===== config.mk =====
export PLATFORM = sky130hd
export DESIGN_NAME = ex_pipeline
export DESIGN_NICKNAME = d
export VERILOG_FILES = /design/src/rtl/ex_pipeline.sv
export SDC_FILE = /design/constraint.sdc
export NUM_CORES = 2
export LEC_CHECK = 0
export CAP_MARGIN = 10
export CORE_UTILIZATION = 60
export DETAILED_ROUTE_END_ITERATION = 8
export DONT_BUFFER_PORTS = 1
export PLACE_DENSITY = 0.76
export SLEW_MARGIN = 20
export SYNTH_ARGS = -nofsm -noshare
export SYNTH_HDL_FRONTEND = slang
export SYNTH_SLANG_ARGS = --single-unit

===== constraint.sdc =====
create_clock -name clk -period 21.8 [get_ports clk]
set_input_delay 3.27 -clock clk [delete_from_list [all_inputs] [get_ports clk]]
set_output_delay 3.27 -clock clk [all_outputs]
set_load 0.02 [all_outputs]

===== src/rtl/ex_pipeline.sv =====
// Execute stage: ALU, multiplier, branch/jump resolution and a fixed-latency
// iterative divider feeding the EX/MEM pipeline register.
module ex_pipeline #(
  parameter int PC_W       = 16,
  parameter int XLEN       = 32,
  parameter int DIV_CYCLES = 32
) (
  input  logic            clk,
  input  logic            reset,
  input  logic            reg_we_E,
  input  logic            mem_we_E,
  input  logic            mem_re_E,
  input  logic            branch_E,
  input  logic            mem_to_reg_E,
  input  logic            alu_src_E,
  input  logic [6:0]      ALU_control_E,
  input  logic [2:0]      mem_read_type_E,
  input  logic [1:0]      mem_store_type_E,
  input  logic [4:0]      rd_E,
  input  logic [XLEN-1:0] read_reg1_E,
  input  logic [XLEN-1:0] read_reg2_E,
  input  logic [XLEN-1:0] imm32_final_E,
  input  logic [PC_W-1:0] pc_E,
  input  logic [PC_W-1:0] pc_plus4_E,
  input  logic [PC_W-1:0] dest_pc_E,
  output logic            reg_we_M,
  output logic            mem_we_M,
  output logic            mem_re_M,
  output logic            mem_to_reg_M,
  output logic [2:0]      mem_read_type_M,
  output logic [1:0]      mem_store_type_M,
  output logic [4:0]      rd_M,
  output logic [XLEN-1:0] alu_result_M,
  output logic [XLEN-1:0] write_data_M,
  output logic [PC_W-1:0] pc_plus4_M,
  output logic            pc_src,
  output logic [PC_W-1:0] dest_pc,
  output logic            ex_stall
);
  localparam int CNT_W = $clog2(DIV_CYCLES);
  localparam int SH_W  = $clog2(XLEN);

  typedef enum logic [1:0] {IDLE, BUSY, DONE} div_state_t;

  div_state_t state, state_nxt;
  logic [CNT_W-1:0] iter;
  logic stall_raw;

  logic [1:0] op_class;
  logic       m_ext, f7, cond, jump, is_div, sign_a, sign_b, div_signed;
  logic [2:0] f3;
  logic signed [XLEN-1:0] opa, opb, cmp_b;
  logic signed [2*XLEN-1:0] mul_a, mul_b, product;
  logic [XLEN-1:0] alu_result, pc_ext, pc4_ext;
  logic [PC_W-1:0] jalr_tgt;

  assign op_class   = ALU_control_E[6:5];
  assign m_ext      = ALU_control_E[4];
  assign f7         = ALU_control_E[3];
  assign f3         = ALU_control_E[2:0];
  assign opa        = read_reg1_E;
  assign opb        = alu_src_E ? imm32_final_E : read_reg2_E;
  assign cmp_b      = read_reg2_E;
  assign pc_ext     = {{(XLEN-PC_W){1'b0}}, pc_E};
  assign pc4_ext    = {{(XLEN-PC_W){1'b0}}, pc_plus4_E};
  assign is_div     = (op_class == 2'b00) && m_ext && f3[2];
  assign div_signed = !f3[0];

  // One shared 2*XLEN multiplier; operand extension picks mul/mulh/mulhsu/mulhu.
  assign sign_a  = (f3[1:0] != 2'b11);
  assign sign_b  = (f3[1:0] == 2'b01);
  assign mul_a   = {{XLEN{opa[XLEN-1] & sign_a}}, opa};
  assign mul_b   = {{XLEN{opb[XLEN-1] & sign_b}}, opb};
  assign product = mul_a * mul_b;

  assign jalr_tgt = (opa[PC_W-1:0] + imm32_final_E[PC_W-1:0]) & ~PC_W'(1);

  always_comb begin
    alu_result = '0;
    cond       = 1'b0;
    jump       = 1'b0;
    case (op_class)
      2'b00: begin
        if (!m_ext) begin
          case (f3)
            3'b000: alu_result = f7 ? opa - opb : opa + opb;
            3'b001: alu_result = opa << opb[SH_W-1:0];
            3'b010: alu_result = {{(XLEN-1){1'b0}}, (opa < opb)};
            3'b011: alu_result = {{(XLEN-1){1'b0}}, ($unsigned(opa) < $unsigned(opb))};
            3'b100: alu_result = opa ^ opb;
            3'b101: begin
              if (f7) alu_result = opa >>> opb[SH_W-1:0];
              else    alu_result = $unsigned(opa) >> opb[SH_W-1:0];
            end
            3'b110: alu_result = opa | opb;
            default: alu_result = opa & opb;
          endcase
        end else if (!f3[2]) begin
          alu_result = (f3[1:0] == 2'b00) ? product[XLEN-1:0] : product[2*XLEN-1:XLEN];
        end
      end
      2'b01: begin
        case (f3)
          3'b000: cond = (opa == cmp_b);
          3'b001: cond = (opa != cmp_b);
          3'b100: cond = (opa < cmp_b);
          3'b101: cond = (opa >= cmp_b);
          3'b110: cond = ($unsigned(opa) < $unsigned(cmp_b));
          3'b111: cond = ($unsigned(opa) >= $unsigned(cmp_b));
          default: cond = 1'b0;
        endcase
      end
      2'b10: begin
        if (f3 == 3'b000)      alu_result = imm32_final_E;
        else if (f3 == 3'b001) alu_result = pc_ext + imm32_final_E;
      end
      default: begin
        jump       = 1'b1;
        alu_result = pc4_ext;
      end
    endcase
  end

  assign pc_src  = (jump | (branch_E & cond)) & !ex_stall & !reset;
  assign dest_pc = !pc_src ? '0 : ((jump && f3 == 3'b001) ? jalr_tgt : dest_pc_E);

  always_ff @(posedge clk) begin
    if (reset) begin
      state <= IDLE;
      iter  <= '0;
    end else begin
      state <= state_nxt;
      iter  <= (state == BUSY) ? iter + 1'b1 : '0;
    end
  end

  always_comb begin
    state_nxt = state;
    stall_raw = 1'b0;
    case (state)
      IDLE: begin
        if (is_div) begin
          stall_raw = 1'b1;
          state_nxt = BUSY;
        end
      end
      BUSY: begin
        stall_raw = 1'b1;
        if (iter == CNT_W'(DIV_CYCLES - 1)) state_nxt = DONE;
      end
      default: state_nxt = IDLE;
    endcase
  end

  assign ex_stall = stall_raw & !reset;

  // Divider stage: operand magnitudes captured at entry, one restoring step per BUSY cycle.
  logic [XLEN-1:0] quo_p1, rem_p1, dvs_p1, dvd_p1, dvd_mag, dvs_mag, div_diff, div_result;
  logic [XLEN:0]   div_shl;
  logic            q_neg_p1, r_neg_p1, rem_op_p1, zero_p1, ovf_p1, div_ge;

  assign dvd_mag  = (div_signed && opa[XLEN-1]) ? -opa : opa;
  assign dvs_mag  = (div_signed && opb[XLEN-1]) ? -opb : opb;
  assign div_shl  = {rem_p1, quo_p1[XLEN-1]};
  assign div_ge   = div_shl >= {1'b0, dvs_p1};
  assign div_diff = div_shl[XLEN-1:0] - dvs_p1;

  always_ff @(posedge clk) begin
    if (state == IDLE && is_div) begin
      quo_p1    <= dvd_mag;
      rem_p1    <= '0;
      dvs_p1    <= dvs_mag;
      dvd_p1    <= opa;
      q_neg_p1  <= div_signed && (opa[XLEN-1] ^ opb[XLEN-1]);
      r_neg_p1  <= div_signed && opa[XLEN-1];
      rem_op_p1 <= f3[1];
      zero_p1   <= (opb == '0);
      ovf_p1    <= div_signed && (opa == {1'b1, {(XLEN-1){1'b0}}}) && (opb == '1);
    end else if (state == BUSY) begin
      quo_p1 <= {quo_p1[XLEN-2:0], div_ge};
      rem_p1 <= div_ge ? div_diff : div_shl[XLEN-1:0];
    end
  end

  function automatic logic [XLEN-1:0] div_fixup(
    input logic [XLEN-1:0] q, input logic [XLEN-1:0] r, input logic [XLEN-1:0] dvd,
    input logic rem_op, input logic q_neg, input logic r_neg, input logic zero, input logic ovf);
    if (zero)        return rem_op ? dvd : '1;
    else if (ovf)    return rem_op ? '0 : {1'b1, {(XLEN-1){1'b0}}};
    else if (rem_op) return r_neg ? -r : r;
    else             return q_neg ? -q : q;
  endfunction

  assign div_result = div_fixup(quo_p1, rem_p1, dvd_p1, rem_op_p1, q_neg_p1, r_neg_p1,
                                zero_p1, ovf_p1);

  // EX/MEM register: bubbles the controls while the divider holds upstream.
  always_ff @(posedge clk) begin
    if (reset) begin
      reg_we_M         <= 1'b0;
      mem_we_M         <= 1'b0;
      mem_re_M         <= 1'b0;
      mem_to_reg_M     <= 1'b0;
      mem_read_type_M  <= '0;
      mem_store_type_M <= '0;
      rd_M             <= '0;
      alu_result_M     <= '0;
      write_data_M     <= '0;
      pc_plus4_M       <= '0;
    end else begin
      reg_we_M         <= reg_we_E && (rd_E != 5'd0) && !ex_stall;
      mem_we_M         <= mem_we_E && !ex_stall;
      mem_re_M         <= mem_re_E && !ex_stall;
      mem_to_reg_M     <= mem_to_reg_E && !ex_stall;
      mem_read_type_M  <= mem_read_type_E;
      mem_store_type_M <= mem_store_type_E;
      rd_M             <= rd_E;
      alu_result_M     <= (state == DONE) ? div_result : alu_result;
      write_data_M     <= read_reg2_E;
      pc_plus4_M       <= pc_plus4_E;
    end
  end
endmodule


; Word-level counts from Yosys, hierarchy flattened
; Index checks and enable logic that the tools add are counted.
; W data, S select, Z words.
[classes]
order_cmp = 7
n_mul = 1
n_reduce_logical = 27
n_eq_ne = 20
bitwise = 12
mux = 33
shifts = 3
addsub = 10
[ops]
columns = op, count
row1 = $mux W32, 21
row2 = $pmux W32 S7, 1
row3 = $lt A32 B32 Y1, 4
row4 = $neg A32 Y32, 4
row5 = $pmux W32 S3, 1
row6 = $eq A32 B32 Y1 const B, 2
row7 = $ge A32 B32 Y1, 2
row8 = $mul A33 B33 Y64, 1
row9 = $sub A32 B32 Y32, 2
row10 = $ge A33 B32 Y1, 1
row11 = $add A16 B32 Y32, 1
row12 = $add A32 B32 Y32, 1
row13 = $and A32 B32 Y32, 1
row14 = $eq A32 B32 Y1, 1
row15 = $logic_not A32 Y1, 1
row16 = $mux W16, 2
row17 = $ne A32 B32 Y1, 1
row18 = $or A32 B32 Y32, 1
row19 = $shl A32 B5 Y32, 1
row20 = $shr A32 B5 Y32, 1
row21 = $sshr A32 B5 Y32, 1
row22 = $xor A32 B32 Y32, 1
row23 = $add A16 B16 Y16, 1
row24 = $logic_and A1 B1 Y1, 14
row25 = other kinds (26), 46
[word_totals]
out_inout_bits = 112
reg_bits = 234
in_bits = 169
wordCells = 134

; Logic depth before layout (Yosys ltp)
[depth]
word_depth = 10
mapped_depth = 39
ltp_nobuf = 32

; Worst setup path after synthesis
; Ideal clock, no wire load.
[synth_path]
kind = input-to-reg
start = input alu_src_E
end = register alu_result_M[29]
slack_ns = 9.579
path_stages = 33
setup_time_ns = 0.086
arrival_ns = 12.135
n_path_buf = 5
t_required_ns = 21.714
path_cell_list = buf_2 mux2i_1 inv_2 clkbuf_1 clkbuf_1 clkbuf_1 buf_1 nand3_1 inv_1 fa_1 fa_1 fa_1 fa_1 inv_1 fa_1 inv_1 fa_1 inv_1 fa_1 fa_1 inv_1 ha_1 a21o_1 a21o_1 a21o_1 a21o_1 a21oi_1 o31ai_1 a221o_1 a31oi_1 mux2i_1 a221oi_1 a211oi_1
[synth_between]
elab_chain_len = 8
word_cells_on_any_way = 19
classes_between = 2 x add/sub / 1 x mul / 3 x shift / 9 x mux / 4 x bitwise
[synth_lines]
columns = element, line_no
row1 = "start, declared", 15  ; input logic alu_src_E,
row2 = $mux W32 *, 62  ; assign opb = alu_src_E ? imm32_final_E : read_reg2_E;
row3 = $and A1 B1 Y1, 73  ; assign mul_b = {{XLEN{opb[XLEN-1] & sign_b}}, opb};
row4 = $mul A33 B33 Y64, 74  ; assign product = mul_a * mul_b;
row5 = $mux W32, 99  ; alu_result = (f3[1:0] == 2'b00) ? product[XLEN-1:0] : product[2*XLEN-1:XLEN];
row6 = $mux W32, 98  ; end else if (!f3[2]) begin
row7 = $mux W32 *, 84  ; if (!m_ext) begin
row8 = $pmux W32 S3 *, 82  ; case (op_class)
row9 = $mux W32 *, 218  ; alu_result_M <= (state == DONE) ? div_result : alu_result;
row10 = "end signal, assigned", 218
row11 = "end, declared", 33  ; output logic [XLEN-1:0] alu_result_M,
; Mark *: on every way between the ends. The rest lies on a longest branch, timed or not.
; A chain may end at the register's enable or synchronous reset.

; Final worst setup path
[layout_path]
start = input read_reg1_E[31]
end = register alu_result_M[29]
[layout_between]
elab_chain_len = 7
word_cells_on_any_way = 12
classes_between = 1 x mul / 3 x shift / 7 x mux / 1 x bitwise
[layout_lines]
columns = element, line_no
row1 = "start, declared", 20  ; input logic [XLEN-1:0] read_reg1_E,
row2 = $and A1 B1 Y1, 72  ; assign mul_a = {{XLEN{opa[XLEN-1] & sign_a}}, opa};
row3 = $mul A33 B33 Y64, 74
row4 = $mux W32, 99
row5 = $mux W32, 98
row6 = $mux W32 *, 84
row7 = $pmux W32 S3 *, 82
row8 = $mux W32 *, 218
; Marked as above.

==> summary.txt <==
Synth
  – Synth top area cells: fa_1 (36%), ha_1 (8.4%), inv_1 (7.8%)
  – Synthesized area: 62550 µm²
  – Share of flip-flops with an asynchronous set or reset: 0
  – Syn Nets: 9177
  – Synth Flop Type: dfxtp_1
  – Yosys top cell area share: 0.3617
  – Register area share after synthesis: 0.09105
  – Area leader, netlist: fa_1
  – #FFs+latches synth: 234
  – Post-synth EDFFs: 101
  – Avg Cell Area, Syn: 8.389 µm²
  – Post-Syn Instances: 7456
  – Yosys warns: 0
  – Count of cell types in the netlist: 104

Route
  – Pre-antenna DRT Iters: 9
  – Via density per instance: 6.696
  – DRT antenna net count: 0
  – DRC errors left: 0
  – Wirelength, routed: 270900 µm
  – WL per Instance: 31.54 µm
  – Drt initial violations: 8052
  – Via count: 57524

Global route
  – Vias in the first global route: 57727
  – First-pass GRT wire length: 391300 µm
  – Largest net degree at the start of global routing: 105
  – Grt total ovfl: 0
  – Initial antenna violation count: 34
  – Tot GR Track Use: 0.5124

Timing
  – Min cycle time layout: 12980 ps
  – Crit share post-route: 0.5956
  – Count of final hold-check violations: 0
  – Fmax: 77.02 MHz
  – Setup_tns: 0 ps
  – Final clock skew: 16.42 ps
  – Slew Limit Fails: 0
  – RSZ-0062 raised after global routing: false
  – Hold Slack: 465.3 ps
  – Final setup fails: 0
  – Actual slew at the worst max-slew pin: 1296 ps
  – Max_slew headroom: 0.1289

Min path
  – HP Class: reg2reg
  – Worst Hold Depth: 1

Clocking
  – CTS tree: done
  – Clk Latency, worst-skew pair: 590 ps
  – Clock Path Buffers: 3
  – CTS resizes: 0
  – TritonCTS Buffers: 24
  – Clk slew on worst S/H paths: 70 ps
  – H-tree levels: 1
  – CTS Sinks: 234
  – Post-CTS Hold Buffers: 0
  – Clk root buf: clkbuf_16
  – Post-CTS setup buffer count: 0

Floorplanning
  – Ports: 281
  – Core area: 103500 µm²
  – Die Footprint: 105500 µm²
  – Die height: 324.9 µm
  – # rows: 118
  – Die Wd: 324.9 µm
  – Initial Utilization: 0.6044

Worst setup path
  – Critical path peak fanout: 39
  – Critical Path AT: 13480 ps
  – CP required: 22300 ps
  – Critical Path Slowest Stage Cell: a21oi_1
  – Kind of critical path: in2reg
  – R2R cell count: 14
  – Cell mode on critical path: fa_1
  – Crit path largest cell delay: 1000 ps
  – Crit path launch type: primary input
  – Worst Setup End Kind: register

Run
  – Max-Cap Viols: 0

Final layout
  – # fillers: 9081
  – Most frequent cells in the layout: inv_1 (1291), fa_1 (1130), nand2_1 (1080)
  – Share of cells above drive strength 1: 0.04219
  – Most common cell after layout, fill and taps aside: inv_1
  – Area growth, synth to finish: 2.738%
  – Utilization after layout: 0.6209
  – Post-Layout Cell Count: 8591
  – Nets@finish: 8884

Run status
  – Status: completed

Placed design
  – I/O Buffers: 0
  – DP HPWL: 200000 µm
  – Placed Cells: 8517
  – Gpl congestion: 1.134
cell families after synthesis:
group / count (synthesis) / share of synthesized area
AND/OR/NAND/NOR: 2162 / 0.1448
buffers and inverters: 1772 / 0.1101
adder cells (fa/ha/maj): 1552 / 0.4461
AO/OA/AOI/OAI: 1270 / 0.1317
XOR/XNOR: 289 / 0.04047
flip-flops: 234 / 0.09105
multiplexers: 177 / 0.03582
synth_stat cells, types with 106 or more instances:
cell type and count:
nor2_1 660, a21oi_1 320, inv_1 1296, ha_1 422
clkbuf_1 340, dfxtp_1 133, xnor2_1 183, xor2_1 106
fa_1 1130, o21ai_0 292, mux2i_1 131, nand2_1 1080
sequential cells by signal, indices dropped and copies added (netlist names), 2 cells and up:
register / cells
alu_result_M: 32
dvd_p1: 32
dvs_p1: 32
iter: 5
mem_read_type_M: 3
mem_store_type_M: 2
pc_plus4_M: 16
quo_p1: 32
rd_M: 5
rem_p1: 32
state: 2
write_data_M: 32
per-layer routing:
layer  up-vias  global-route usage  part of all wire
met2      4884              0.7269              0.40
li1      23194                   -                 -
met1     28017              0.6076              0.33
met4        26              0.3676             0.093
met5         -            0.007246            0.0015
met3      1403              0.2426              0.17
per-stage QoR:
stage	area, µm²	setup slack (ps)
after floorplan	62550	9579
after detailed placement	63400	8540
after global placement	63390	8606
final	64260	8816
after global routing	64200	8595
after CTS	64180	9102
final timing paths:
path	start	endpoint	slack, ps
setup / recovery	read_reg1_E[31]	alu_result_M[29]$_SDFF_PP0_	8820
hold reg to reg	iter[0]$_SDFF_PP0_	iter[0]$_SDFF_PP0_	470
setup reg to reg	dvs_p1[2]$_DFFE_PP_	rem_p1[1]$_SDFFE_PP0P_	17560
hold / removal	iter[0]$_SDFF_PP0_	iter[0]$_SDFF_PP0_	470
worst max-delay path, delay by kind of cell:
| family | cells | cell delay, ps |
|---|---|---|
| simple gates | 1 | 310 |
| mux | 1 | 380 |
| buf+inv | 9 | 1540 |
| fa+ha+maj | 9 | 4690 |
| compound gates | 11 | 3150 |
area by class of cell:
cell class                 instances  area, µm²  area share
multi-input combinational       5450      50040      0.7787
sequential                       234       5695     0.08863
antenna                           30      75.07    0.001168
tap                             1380       1727     0.02687
inverter                        1325       4977     0.07745
timing repair buffer             128      960.9     0.01495
clock buffer                      26      618.1    0.009618
clock inverter                    18      167.7    0.002609
Power is not shown: default switching activity piles up to over one toggle a cycle in this logic, so the estimate is an artifact.
